File: src/rtl/xbar_defs_pkg.sv
// rtl/xbar_defs_pkg.sv - shared crossbar state codes, command codes and bus width
// Shared by master_tracker and data_seeker so the stat encoding stays consistent.
package xbar_defs_pkg;

    localparam int BUS_W = 32;

    localparam logic CMD_READ  = 1'b0;
    localparam logic CMD_WRITE = 1'b1;

    typedef enum logic [1:0] {
        IDLE    = 2'd0,
        W_GRANT = 2'd1,
        W_ACK   = 2'd2,
        W_DATA  = 2'd3
    } xbar_state_t;

    function automatic logic is_wait_state(input xbar_state_t s);
        return (s != IDLE);
    endfunction

endpackage

File: src/rtl/xbar_watchdog.sv
// rtl/xbar_watchdog.sv - wait-state watchdog counter with clear, enable and expire
// o_expire is combinational so the owner can give an advancing event priority in the same cycle.
module xbar_watchdog #(
    parameter int CNT_W   = 8,
    parameter int TIMEOUT = 255
) (
    input  logic clk,
    input  logic reset,
    input  logic i_clear,
    input  logic i_enable,
    output logic o_expire
);

    localparam logic [CNT_W-1:0] LIMIT = CNT_W'(TIMEOUT - 1);

    logic [CNT_W-1:0] r_count;

    always_ff @(posedge clk or negedge reset) begin
        if (!reset) begin
            r_count <= '0;
        end else if (i_clear) begin
            r_count <= '0;
        end else if (i_enable) begin
            r_count <= r_count + 1'b1;
        end
    end

    assign o_expire = i_enable && (r_count == LIMIT);

endmodule

File: src/rtl/master_tracker.sv
// rtl/master_tracker.sv - per-master transaction tracker for the 2x2 interconnect
// Latches one master request, walks it through grant/ack/data waits, aborts on watchdog expiry.
module master_tracker
    import xbar_defs_pkg::*;
#(
    parameter int SEL_BIT = 31,
    parameter int CNT_W   = 8,
    parameter int TIMEOUT = 255
) (
    input  logic             clk,
    input  logic             reset,
    input  logic             m_req,
    input  logic             m_cmd,
    input  logic [BUS_W-1:0] m_addr,
    input  logic [BUS_W-1:0] m_wdata,
    output logic             m_ack,
    output logic             m_err,
    output logic [BUS_W-1:0] m_rdata,
    input  logic             grant,
    output logic             s_req,
    output logic             s_cmd,
    output logic [BUS_W-1:0] s_addr,
    output logic [BUS_W-1:0] s_wdata,
    input  logic             s_ack,
    output logic [1:0]       stat,
    output logic             slave_sel,
    input  logic             data_read,
    input  logic [BUS_W-1:0] rdata_in
);

    xbar_state_t      r_state;
    logic             r_s_req;
    logic             r_s_cmd;
    logic [BUS_W-1:0] r_s_addr;
    logic [BUS_W-1:0] r_s_wdata;
    logic             r_slave_sel;
    logic             r_m_ack;
    logic             r_m_err;
    logic [BUS_W-1:0] r_m_rdata;

    logic w_accept;
    logic w_advance;
    logic w_expire;
    logic w_wd_enable;
    logic w_wd_clear;

    // The registered m_ack guard stops a held m_req from being re-accepted in the ack cycle.
    assign w_accept = (r_state == IDLE) && m_req && !r_m_ack;

    always_comb begin
        w_advance = 1'b0;
        case (r_state)
            IDLE:    w_advance = w_accept;
            W_GRANT: w_advance = grant;
            W_ACK:   w_advance = s_ack;
            W_DATA:  w_advance = data_read;
            default: w_advance = 1'b0;
        endcase
    end

    assign w_wd_enable = is_wait_state(r_state);
    assign w_wd_clear  = w_advance || w_expire;

    xbar_watchdog #(
        .CNT_W   (CNT_W),
        .TIMEOUT (TIMEOUT)
    ) u_watchdog (
        .clk      (clk),
        .reset    (reset),
        .i_clear  (w_wd_clear),
        .i_enable (w_wd_enable),
        .o_expire (w_expire)
    );

    always_ff @(posedge clk or negedge reset) begin
        if (!reset) begin
            r_state     <= IDLE;
            r_s_req     <= 1'b0;
            r_s_cmd     <= 1'b0;
            r_s_addr    <= '0;
            r_s_wdata   <= '0;
            r_slave_sel <= 1'b0;
            r_m_ack     <= 1'b0;
            r_m_err     <= 1'b0;
            r_m_rdata   <= '0;
        end else begin
            r_m_ack   <= 1'b0;
            r_m_err   <= 1'b0;
            r_m_rdata <= '0;
            case (r_state)
                IDLE: begin
                    if (w_accept) begin
                        r_state     <= W_GRANT;
                        r_s_cmd     <= m_cmd;
                        r_s_addr    <= m_addr;
                        r_s_wdata   <= m_wdata;
                        r_slave_sel <= m_addr[SEL_BIT];
                    end
                end
                W_GRANT: begin
                    if (grant) begin
                        r_state <= W_ACK;
                        r_s_req <= 1'b1;
                    end else if (w_expire) begin
                        r_state <= IDLE;
                        r_m_ack <= 1'b1;
                        r_m_err <= 1'b1;
                    end
                end
                W_ACK: begin
                    if (s_ack) begin
                        r_s_req <= 1'b0;
                        if (r_s_cmd == CMD_WRITE) begin
                            r_state <= IDLE;
                            r_m_ack <= 1'b1;
                        end else begin
                            r_state <= W_DATA;
                        end
                    end else if (w_expire) begin
                        r_state <= IDLE;
                        r_s_req <= 1'b0;
                        r_m_ack <= 1'b1;
                        r_m_err <= 1'b1;
                    end
                end
                W_DATA: begin
                    if (data_read) begin
                        r_state   <= IDLE;
                        r_m_ack   <= 1'b1;
                        r_m_rdata <= rdata_in;
                    end else if (w_expire) begin
                        r_state <= IDLE;
                        r_m_ack <= 1'b1;
                        r_m_err <= 1'b1;
                    end
                end
                default: begin
                    r_state <= IDLE;
                    r_s_req <= 1'b0;
                end
            endcase
        end
    end

    assign m_ack     = r_m_ack;
    assign m_err     = r_m_err;
    assign m_rdata   = r_m_rdata;
    assign s_req     = r_s_req;
    assign s_cmd     = r_s_cmd;
    assign s_addr    = r_s_addr;
    assign s_wdata   = r_s_wdata;
    assign slave_sel = r_slave_sel;
    assign stat      = r_state;

endmodule

File: config.mk
export PLATFORM = sky130hd
export DESIGN_NAME = master_tracker
export DESIGN_NICKNAME = d
export VERILOG_FILES = /design/src/rtl/xbar_defs_pkg.sv /design/src/rtl/xbar_watchdog.sv /design/src/rtl/master_tracker.sv
export SDC_FILE = /design/constraint.sdc
export NUM_CORES = 1
export LEC_CHECK = 0
export CORE_UTILIZATION = 55
export DETAILED_ROUTE_END_ITERATION = 6
export DONT_BUFFER_PORTS = 1
export MAX_ROUTING_LAYER = met4
export PLACE_DENSITY = 0.7
export SYNTH_ARGS = -nofsm -noshare
export SYNTH_HDL_FRONTEND = slang
export SYNTH_SLANG_ARGS = --single-unit
File: constraint.sdc
create_clock -name clk -period 3.6 [get_ports clk]
set_clock_uncertainty 0.15 [all_clocks]
set_input_delay 0.72 -clock clk [delete_from_list [all_inputs] [get_ports clk]]
set_output_delay 0.72 -clock clk [all_outputs]
set_load 0.01 [all_outputs]
Word level (Yosys, flattened, before mapping)
Index checks and enable logic that the tools add are counted.
Storage, ports and cells
  register bits: 111
  bits of input ports: 103
  logic and storage cells: 54
Cells by class
  $add $sub $neg: 1
  equality and inequality tests: 7
  multiplexer cells: 25
  reduce and logical (&&, ||, !) cells: 11
Operator list (number)
  two-way mux 32 bit: 2
  two-way mux 8 bit: 2
  two-way mux 2 bit: 6
  two-way mux 1 bit: 10
  adder 8 x 1 -> 8 bit, second input constant: 1
  == test 8 bit, second input constant: 1
  one-hot mux 2 bit (4 select lines): 1
  one-hot mux 1 bit (3 select lines): 2
  nonzero test 2 bit: 3
  == test 2 bit, second input constant: 2
  != test 2 bit, second input constant: 2
  one-hot mux 1 bit (4 select lines): 1
  logical AND 1 bit: 3
  != test 3 bit, second input constant: 1
  AND reduction 3 bit: 1
  == test 2 x 1 -> 1 bit, second input constant: 1
  logical NOT 2 bit: 1
  one-hot mux 1 bit (2 select lines): 1
  AND reduction 2 bit: 1
  logical NOT 1 bit: 1
  logical OR 1 bit: 1

Longest topological paths before layout
Gate-level depths: netlist (run 1).
  depth after elaboration: 6
  mapped depth: 8
  depth with buffers taken out: 6

Hierarchy
A second synthesis (run 1) with hierarchy kept.
Second synthesis, totals
  cell total of the unflattened synthesis: 284
  area total of the unflattened synthesis: 4169.0 um2
By module, submodules not included
  master_tracker: instances 1, cells an instance 243, area each 3757.4 um2
  xbar_watchdog: instances 1, cells an instance 41, area each 411.6 um2

Least setup slack after synthesis (run 1)
Ideal clock, no wire load.
  path type: register to register
  start point: register r_state[0] (netlist: stat[0])
  end point: register r_s_addr[0] (netlist: s_addr[0])
  setup time: 0.125 ns
  data arrival time: 1.734 ns
  required time: 3.325 ns
  setup slack: 1.591 ns
  cell stages (with the launch flop): 8
  path buffers: 3
  cell sequence: dfrtp_1 inv_1 ha_1 buf_2 nand3b_1 buf_2 buf_2 mux2_2
On the way
  longest elaborated chain between the ends: 4
Ends and longest elaborated chain
  start, declared: line master_tracker.sv:31  | xbar_state_t r_state;
  start signal, assigned: line master_tracker.sv:77  | r_state <= IDLE;
  start signal, assigned: line master_tracker.sv:93  | r_state <= W_GRANT;
  start signal, assigned: line master_tracker.sv:102  | r_state <= W_ACK;
  logical NOT 2 bit *: line master_tracker.sv:48, master_tracker.sv:90
  logical AND 1 bit (2 in a row): line master_tracker.sv:48  | assign w_accept = (r_state == IDLE) && m_req && !r_m_ack;
  AND reduction 2 bit (no source line) *
  end signal, assigned: line master_tracker.sv:95  | r_s_addr <= m_addr;
  end, declared: line master_tracker.sv:34  | logic [BUS_W-1:0] r_s_addr;
Every way passes the cells marked *; elsewhere a longest branch is shown, timed or not.
A chain may end at the register's enable or synchronous reset.

Final worst setup path (run 1)
  start point: register r_state[1] (netlist: stat[1])
  end point: register r_state[1] (netlist: stat[1])
On the way
  longest elaborated chain between the ends: 5
  elaborated cells between the ends (all ways): 14
Ends and longest elaborated chain
  nonzero test 2 bit: line xbar_defs_pkg.sv:18  | return (s != IDLE);
  logical AND 1 bit: line xbar_watchdog.sv:28  | assign o_expire = i_enable && (r_count == LIMIT);
  two-way mux 2 bit
  two-way mux 2 bit, on equally long branches
  one-hot mux 2 bit (4 select lines): line master_tracker.sv:90  | case (r_state)
Parallel ways exist; a longest one is shown, timed or not.

==> results.json, run 1 <==
{
  "ant_nets": 0,
  "synthDominantCellAreaShare": 0.654,
  "rsz0062_at_grt": "false",
  "critPathRequiredTime_ns": 3.70,
  "critical_path.cell_chain": "inv_1, ha_1, nor4b_1, o31ai_1, a32o_1",
  "cts_setup_buffers": 0,
  "rows": 31,
  "core_um2": 7330,
  "drt_first_iter_violations": 97,
  "yosysWarnings": 0,
  "die_w_um": 89.5,
  "fin_setup_tns_ns": 0,
  "cts_resized": 0,
  "ys_ff_latch": 110,
  "irDropWorstVdd_mv": 0.424,
  "dp_hpwl_um": 5710,
  "die-area_um2": 8000,
  "crit_type": "reg -> reg",
  "relSlewSlack": 0.584,
  "pwr-share-clk": 0.181,
  "ys_types": 30,
  "power_frac_comb": 0.233,
  "finalSetupViolations": 0,
  "synthAdderAreaFrac": 0.0208,
  "setup_slack_ns": 1.38,
  "async_reset_ff_frac": 1.00,
  "cts.sinks": 110,
  "status": "complete, no violations",
  "cts_hold_buf": 1,
  "synthCells": 292,
  "synth-xor-area-share": 0.0146,
  "worstPathArrival_ns": 2.32,
  "path_buf_inv": 1,
  "synth_edf_count": 0,
  "synth.avg_cell_area_um2": 14.4,
  "numCtsBuffers": 9,
  "syn-cell-area_um2": 4210,
  "insertion_delay_ns": 0.36,
  "dr.pass1.iters": 4,
  "n_antenna_cell": 0,
  "drive_gt1_frac": 0.288,
  "cts_tree": "done",
  "synthTopCellsByArea": "dfrtp_1 65%, mux2_2 17%, and3_1 4.8%",
  "grt_max_degree": 111,
  "cp-start-kind": "flip-flop",
  "p_sw_frac": 0.346,
  "fill_cells": 535,
  "synth_compound_area_frac": 0.0262,
  "vias": 2281,
  "finalCritPeriodShare": 0.616,
  "seqCellArea_um2": 2750,
  "layout.nets": 401,
  "seqPwrFrac": 0.585,
  "via_per_inst": 5.79,
  "clk_root_buffer_cell": "clkbuf_8",
  "fin_crit_ns": 2.22,
  "portBuffers": 0,
  "cap_violations": 0,
  "antenna_found_initial": 0,
  "yosys.area_share.simple": 0.0883,
  "critPathSlowestCell": "nor4b_1",
  "powerDensity_nw_per_um2": 830,
  "grt_pass1_wl_um": 11100,
  "drt-total-wl_um": 7970,
  "muxShareOfSynthArea": 0.174,
  "p_int_mw": 2.44,
  "synth_ff_type": "dfrtp_1",
  "clk_path_buf_depth": 2,
  "slew_violations": 0,
  "endpoint_kind": "flip-flop",
  "route.detailed.drc": 0,
  "power_switching_mw": 1.29,
  "syn_to_final_growth_pct": 6.93,
  "crit_family": "simple AND/OR/NAND/NOR gates",
  "max_freq_mhz": 451,
  "critPathMaxStageDelay_ns": 0.61,
  "io_pins": 206,
  "grt_pass1_vias": 2122,
  "pre_cts_ws_ns": 1.38,
  "synth_top_family_by_area": "multiplexers",
  "clkTransAtPathRegs_ns": 0.10,
  "crit_fanout": 9,
  "start_util": 0.574,
  "grt_usage": 0.198,
  "post_drt_wl_per_cell_um": 20.2,
  "leakage_nw": 2.13,
  "hp-class": "in -> async",
  "htreeDepth": 3,
  "globalRouteOverflowTotal": 0,
  "multiInputGateArea_um2": 1360,
  "final-hold-violation-count": 0,
  "gp_congestion": 0.787,
  "syn_nets": 402,
  "ys_seq_area_frac": 0.654,
  "dieHeight_um": 89.5,
  "tightest_slew_ns": 0.615,
  "yosysTopAreaCell": "dfrtp_1"
}
## cell usage after synthesis (2+ instances only)
cell type	number
and3_1	32
dfrtp_1	110
nand3_1	2
mux2_2	65
nor3_1	2
xnor2_1	4
buf_2	8
clkbuf_1	6
a21oi_1	2
a32o_1	3
ha_1	7
o211ai_1	2
nor2b_1	3
o21ai_0	5
xor2_1	3
nand2_1	8
inv_1	6
nor2_1	12
## layout make-up
type | count | share of cell area
Inverter | 6 | 0.00501
Timing Repair Buffer | 3 | 0.0122
Tap cell | 99 | 0.0275
Multi-Input combinational cell | 161 | 0.303
Sequential cell | 110 | 0.612
Clock buffer | 10 | 0.0306
Clock inverter | 5 | 0.0100
## metrics by stage
stage	hold WS, ns	instance area [um^2]	power [mW]	util	cells
5_1_grt	0.133	4500	3.96	0.614	394
4_1_cts	0.148	4500	3.79	0.614	394
2_1_floorplan	0.274	4210	2.86	-	292
3_5_place_dp	0.277	4290	3.08	0.585	378
3_3_place_gp	0.276	4290	3.03	0.585	378
6_report	0.0988	4500	3.74	0.614	394
## final timing paths
path | from | endpoint | slack [ns] | depth (start not counted)
setup reg to reg | stat[1] | stat[1] | 1.38 | 5
max in group asynchronous | reset | s_addr[19] | 2.74 | 1
hold reg to reg | u_watchdog.r_count[7] | u_watchdog.r_count[7] | 0.42 | 2
hold / removal | reset | s_addr[13] | 0.1 | 1
setup / recovery | stat[1] | stat[1] | 1.38 | 5
min in group clk | m_addr[9] | s_addr[9] | 0.35 | 1
## metal layers
| metal | vias to the layer above | global-route usage | part of all wire |
|---|---|---|---|
| li1 | 1003 | - | - |
| met1 | 1138 | 0.233 | 0.38 |
| met2 | 122 | 0.310 | 0.51 |
| met3 | 18 | 0.0572 | 0.088 |
| met4 | 0 | 0.107 | 0.024 |
| met5 | - | - | 0 |
## sequential cells by signal (all words and copies together), names as in the netlist
name	count
s_wdata	32
m_ack	1
s_addr	32
u_watchdog.r_count	8
s_req	1
m_rdata	32
s_cmd	1
stat	2
m_err	1
## worst register-to-register path, delay by kind of cell, from the launching register on
| family | cells | cell delay [ns] |
|---|---|---|
| compound gates | 2 | 0.38 |
| fa+ha+maj | 1 | 0.31 |
| buf+inv | 1 | 0.14 |
| simple gates | 1 | 0.62 |
| flops | 1 | 0.52 |
## power by group through the flow
stage	logic, mW	registers [mW]	clock network (mW)
5_1_grt	0.966	2.25	0.744
3_5_place_dp	0.855	2.22	0
2_1_floorplan	0.759	2.10	0
3_3_place_gp	0.820	2.21	0
4_1_cts	0.884	2.20	0.705
6_report	0.871	2.19	0.678
## kinds of logic after synthesis
family / after synthesis
muxes: 65
buffers and inverters: 21
DFF: 110
and+or+nand+nor: 66
AOI/OAI and AO/OA: 16
xor gates and xnor gates: 7
adders and majority gates: 7
## layout by cell type (no fill, tap or decap)
cell	synthesis	final
o311ai_1	1	1
o21ai_0	5	5
clkbuf_8	0	10
a32o_1	3	3
inv_1	6	6
nand4_1	1	1
o31ai_1	1	1
buf_16	0	1
o211ai_1	2	2
dfrtp_1	110	110
a211oi_1	1	1
nor2b_1	3	3
ha_1	7	7
or4b_4	1	1
and3_1	32	32
nand3b_1	1	1
xnor2_1	4	4
a31oi_1	1	1
nand4b_1	1	1
nor2_1	12	12
nand2_2	1	1
nand2b_1	1	1
nor3_1	2	2
buf_12	0	1
xor2_1	3	3
inv_8	0	1
mux2_2	65	65
nand3_1	2	2
nand2_1	8	8
clkinv_4	0	3
clkinvlp_4	0	1
nor4b_1	1	1
a21oi_1	2	2
buf_4	1	1
No activity file was read; power rests on OpenSTA's default activity.
==> run 2: changes to the inputs <==
--- a/config.mk
+++ b/config.mk
@@ -9,7 +9,7 @@
 export DETAILED_ROUTE_END_ITERATION = 6
 export DONT_BUFFER_PORTS = 1
 export MAX_ROUTING_LAYER = met4
-export PLACE_DENSITY = 0.7
+export PLACE_DENSITY = 0.73
 export SYNTH_ARGS = -nofsm -noshare
 export SYNTH_HDL_FRONTEND = slang
 export SYNTH_SLANG_ARGS = --single-unit
==> constraint.sdc (replaced) <==
create_clock -name clk -period 2 [get_ports clk]
set_clock_uncertainty 0.15 [all_clocks]
set_input_delay 0.4 -clock clk [delete_from_list [all_inputs] [get_ports clk]]
set_output_delay 0.4 -clock clk [all_outputs]
set_load 0.01 [all_outputs]
==> results.json, run 2 (synthesized netlist as in run 1, its figures left out) <==
{
  "io_pins": 206,
  "endpoint_kind": "flip-flop",
  "via_per_inst": 5.74,
  "clk_path_buf_depth": 2,
  "irDropWorstVdd_mv": 0.757,
  "setup_slack_ns": 0.0823,
  "die_w_um": 89.5,
  "tightest_slew_ns": 0.477,
  "insertion_delay_ns": 0.35,
  "layout_common_cells": "110 x dfrtp_1, 65 x mux2_2, 32 x and3_1, 12 x nor2_1, 10 x clkbuf_8",
  "grt_pass1_vias": 2204,
  "seqCellArea_um2": 2750,
  "hold_ws_ns": -0.421,
  "ant_nets": 0,
  "clk_root_buffer_cell": "clkbuf_8",
  "leakage_nw": 2.15,
  "clkTransAtPathRegs_ns": 0.11,
  "drive_gt1_frac": 0.297,
  "multiInputGateArea_um2": 1370,
  "r2r-start": "stat[0]",
  "fin_crit_ns": 1.92,
  "rsz0062_at_grt": "false",
  "cts_tree": "done",
  "worstPathArrival_ns": 2.00,
  "hp-class": "in -> async",
  "cap_violations": 0,
  "dp_hpwl_um": 5650,
  "final_common_cell": "dfrtp_1",
  "syn_to_final_growth_pct": 7.58,
  "max_freq_mhz": 521,
  "grt_max_degree": 111,
  "post_drt_wl_per_cell_um": 19.7,
  "gp_congestion": 0.884,
  "crit_type": "reg -> reg",
  "status": "finished with violations",
  "fill_cells": 552,
  "slew_violations": 0,
  "vias": 2291,
  "powerDensity_nw_per_um2": 1500,
  "relSlewSlack": 0.679,
  "grt_usage": 0.193,
  "dr.pass1.iters": 4,
  "finalPower_mw": 6.77,
  "r2r_end": "s_addr[2]",
  "globalRouteOverflowTotal": 0,
  "htreeDepth": 3,
  "violations": "negative hold slack",
  "die-area_um2": 8000,
  "core_um2": 7330,
  "grt_pass1_wl_um": 11000,
  "finalSetupViolations": 0,
  "cts.sinks": 110,
  "pre_cts_ws_ns": 0.107,
  "r2r_cells": 5,
  "start_util": 0.574,
  "final-hold-violation-count": 110,
  "finalCritPeriodShare": 0.959,
  "fin_area_um2": 4530,
  "layout.nets": 405,
  "drt_first_iter_violations": 28,
  "drt-total-wl_um": 7850,
  "crit_fanout": 65,
  "dieHeight_um": 89.5,
  "cp-start-kind": "flip-flop",
  "dpl-instance-area_um2": 4320,
  "antenna_found_initial": 0,
  "n_antenna_cell": 0,
  "portBuffers": 0,
  "critPathRequiredTime_ns": 2.09,
  "numCtsBuffers": 9,
  "regToRegSetupSlack_ns": 0.08,
  "rows": 31,
  "route.detailed.drc": 0
}
-- run 2: area by class of cell --
type,instances,share of cell area
Tap cell,99,0.0274
Clock buffer,11,0.0312
Sequential cell,110,0.608
Inverter,6,0.00498
Timing Repair Buffer,7,0.0149
Clock inverter,5,0.0113
Multi-Input combinational cell,161,0.302
-- run 2: how the worst max path moves through the flow --
stage | from | to | cells after the start
after floorplan | stat[0] | s_addr[0] | 7
after global placement | stat[0] | s_addr[3] | 5
after detailed placement | stat[0] | s_wdata[5] | 5
after CTS | stat[0] | s_addr[2] | 5
after global routing | stat[0] | stat[0] | 6
final | stat[0] | s_addr[2] | 5
-- run 2: critical path, cell delays in order, from the launching register on --
cell and delay (ns):
dfrtp_1 0.37, inv_1 0.09, ha_1 0.26, nand3b_1 0.18
buf_12 0.31, mux2_2 0.38
-- run 2: metrics by stage --
stage | hold WS, ns | TNS, ns | util | instances
floorplan | -0.0456 | -0.358 | - | 292
global placement | -0.0437 | 0 | 0.589 | 382
detailed placement | -0.0433 | 0 | 0.589 | 382
CTS | -0.449 | 0 | 0.615 | 398
global route | -0.467 | 0 | 0.618 | 399
finish | -0.421 | 0 | 0.618 | 399
-- run 2: where the power goes --
part           leakage (nW)  switching, mW  internal, mW
registers              1.38          0.914          3.00
clock network        0.0977          0.739         0.515
logic                 0.673          0.671         0.931
total                  2.15           2.32          4.45
-- run 2: per-layer routing --
| metal | up-vias | share of wire | routed length, um | track usage |
|---|---|---|---|---|
| met1 | 1146 | 0.39 | 3030 | 0.211 |
| met4 | 0 | 0.020 | 156 | 0.0693 |
| met3 | 16 | 0.085 | 670 | 0.0729 |
| met5 | - | 0 | 0 | - |
| li1 | 1017 | - | - | - |
| met2 | 112 | 0.51 | 3990 | 0.323 |
-- run 2: repair_timing --
action | in CTS | in global routing
setup endpoints to repair | 0 | 2
gates resized for setup | 0 | 1
hold endpoints to repair | 110 | 111
buffers inserted | 0 | 0
==> run 3: changes to the inputs <==
--- a/config.mk
+++ b/config.mk
@@ -10,6 +10,7 @@
 export DONT_BUFFER_PORTS = 1
 export MAX_ROUTING_LAYER = met4
 export PLACE_DENSITY = 0.73
+export SLEW_MARGIN = 20
 export SYNTH_ARGS = -nofsm -noshare
 export SYNTH_HDL_FRONTEND = slang
 export SYNTH_SLANG_ARGS = --single-unit
==> results of run 3 <==
No change in the layout: final DEF, timing and power equal those of run 2.
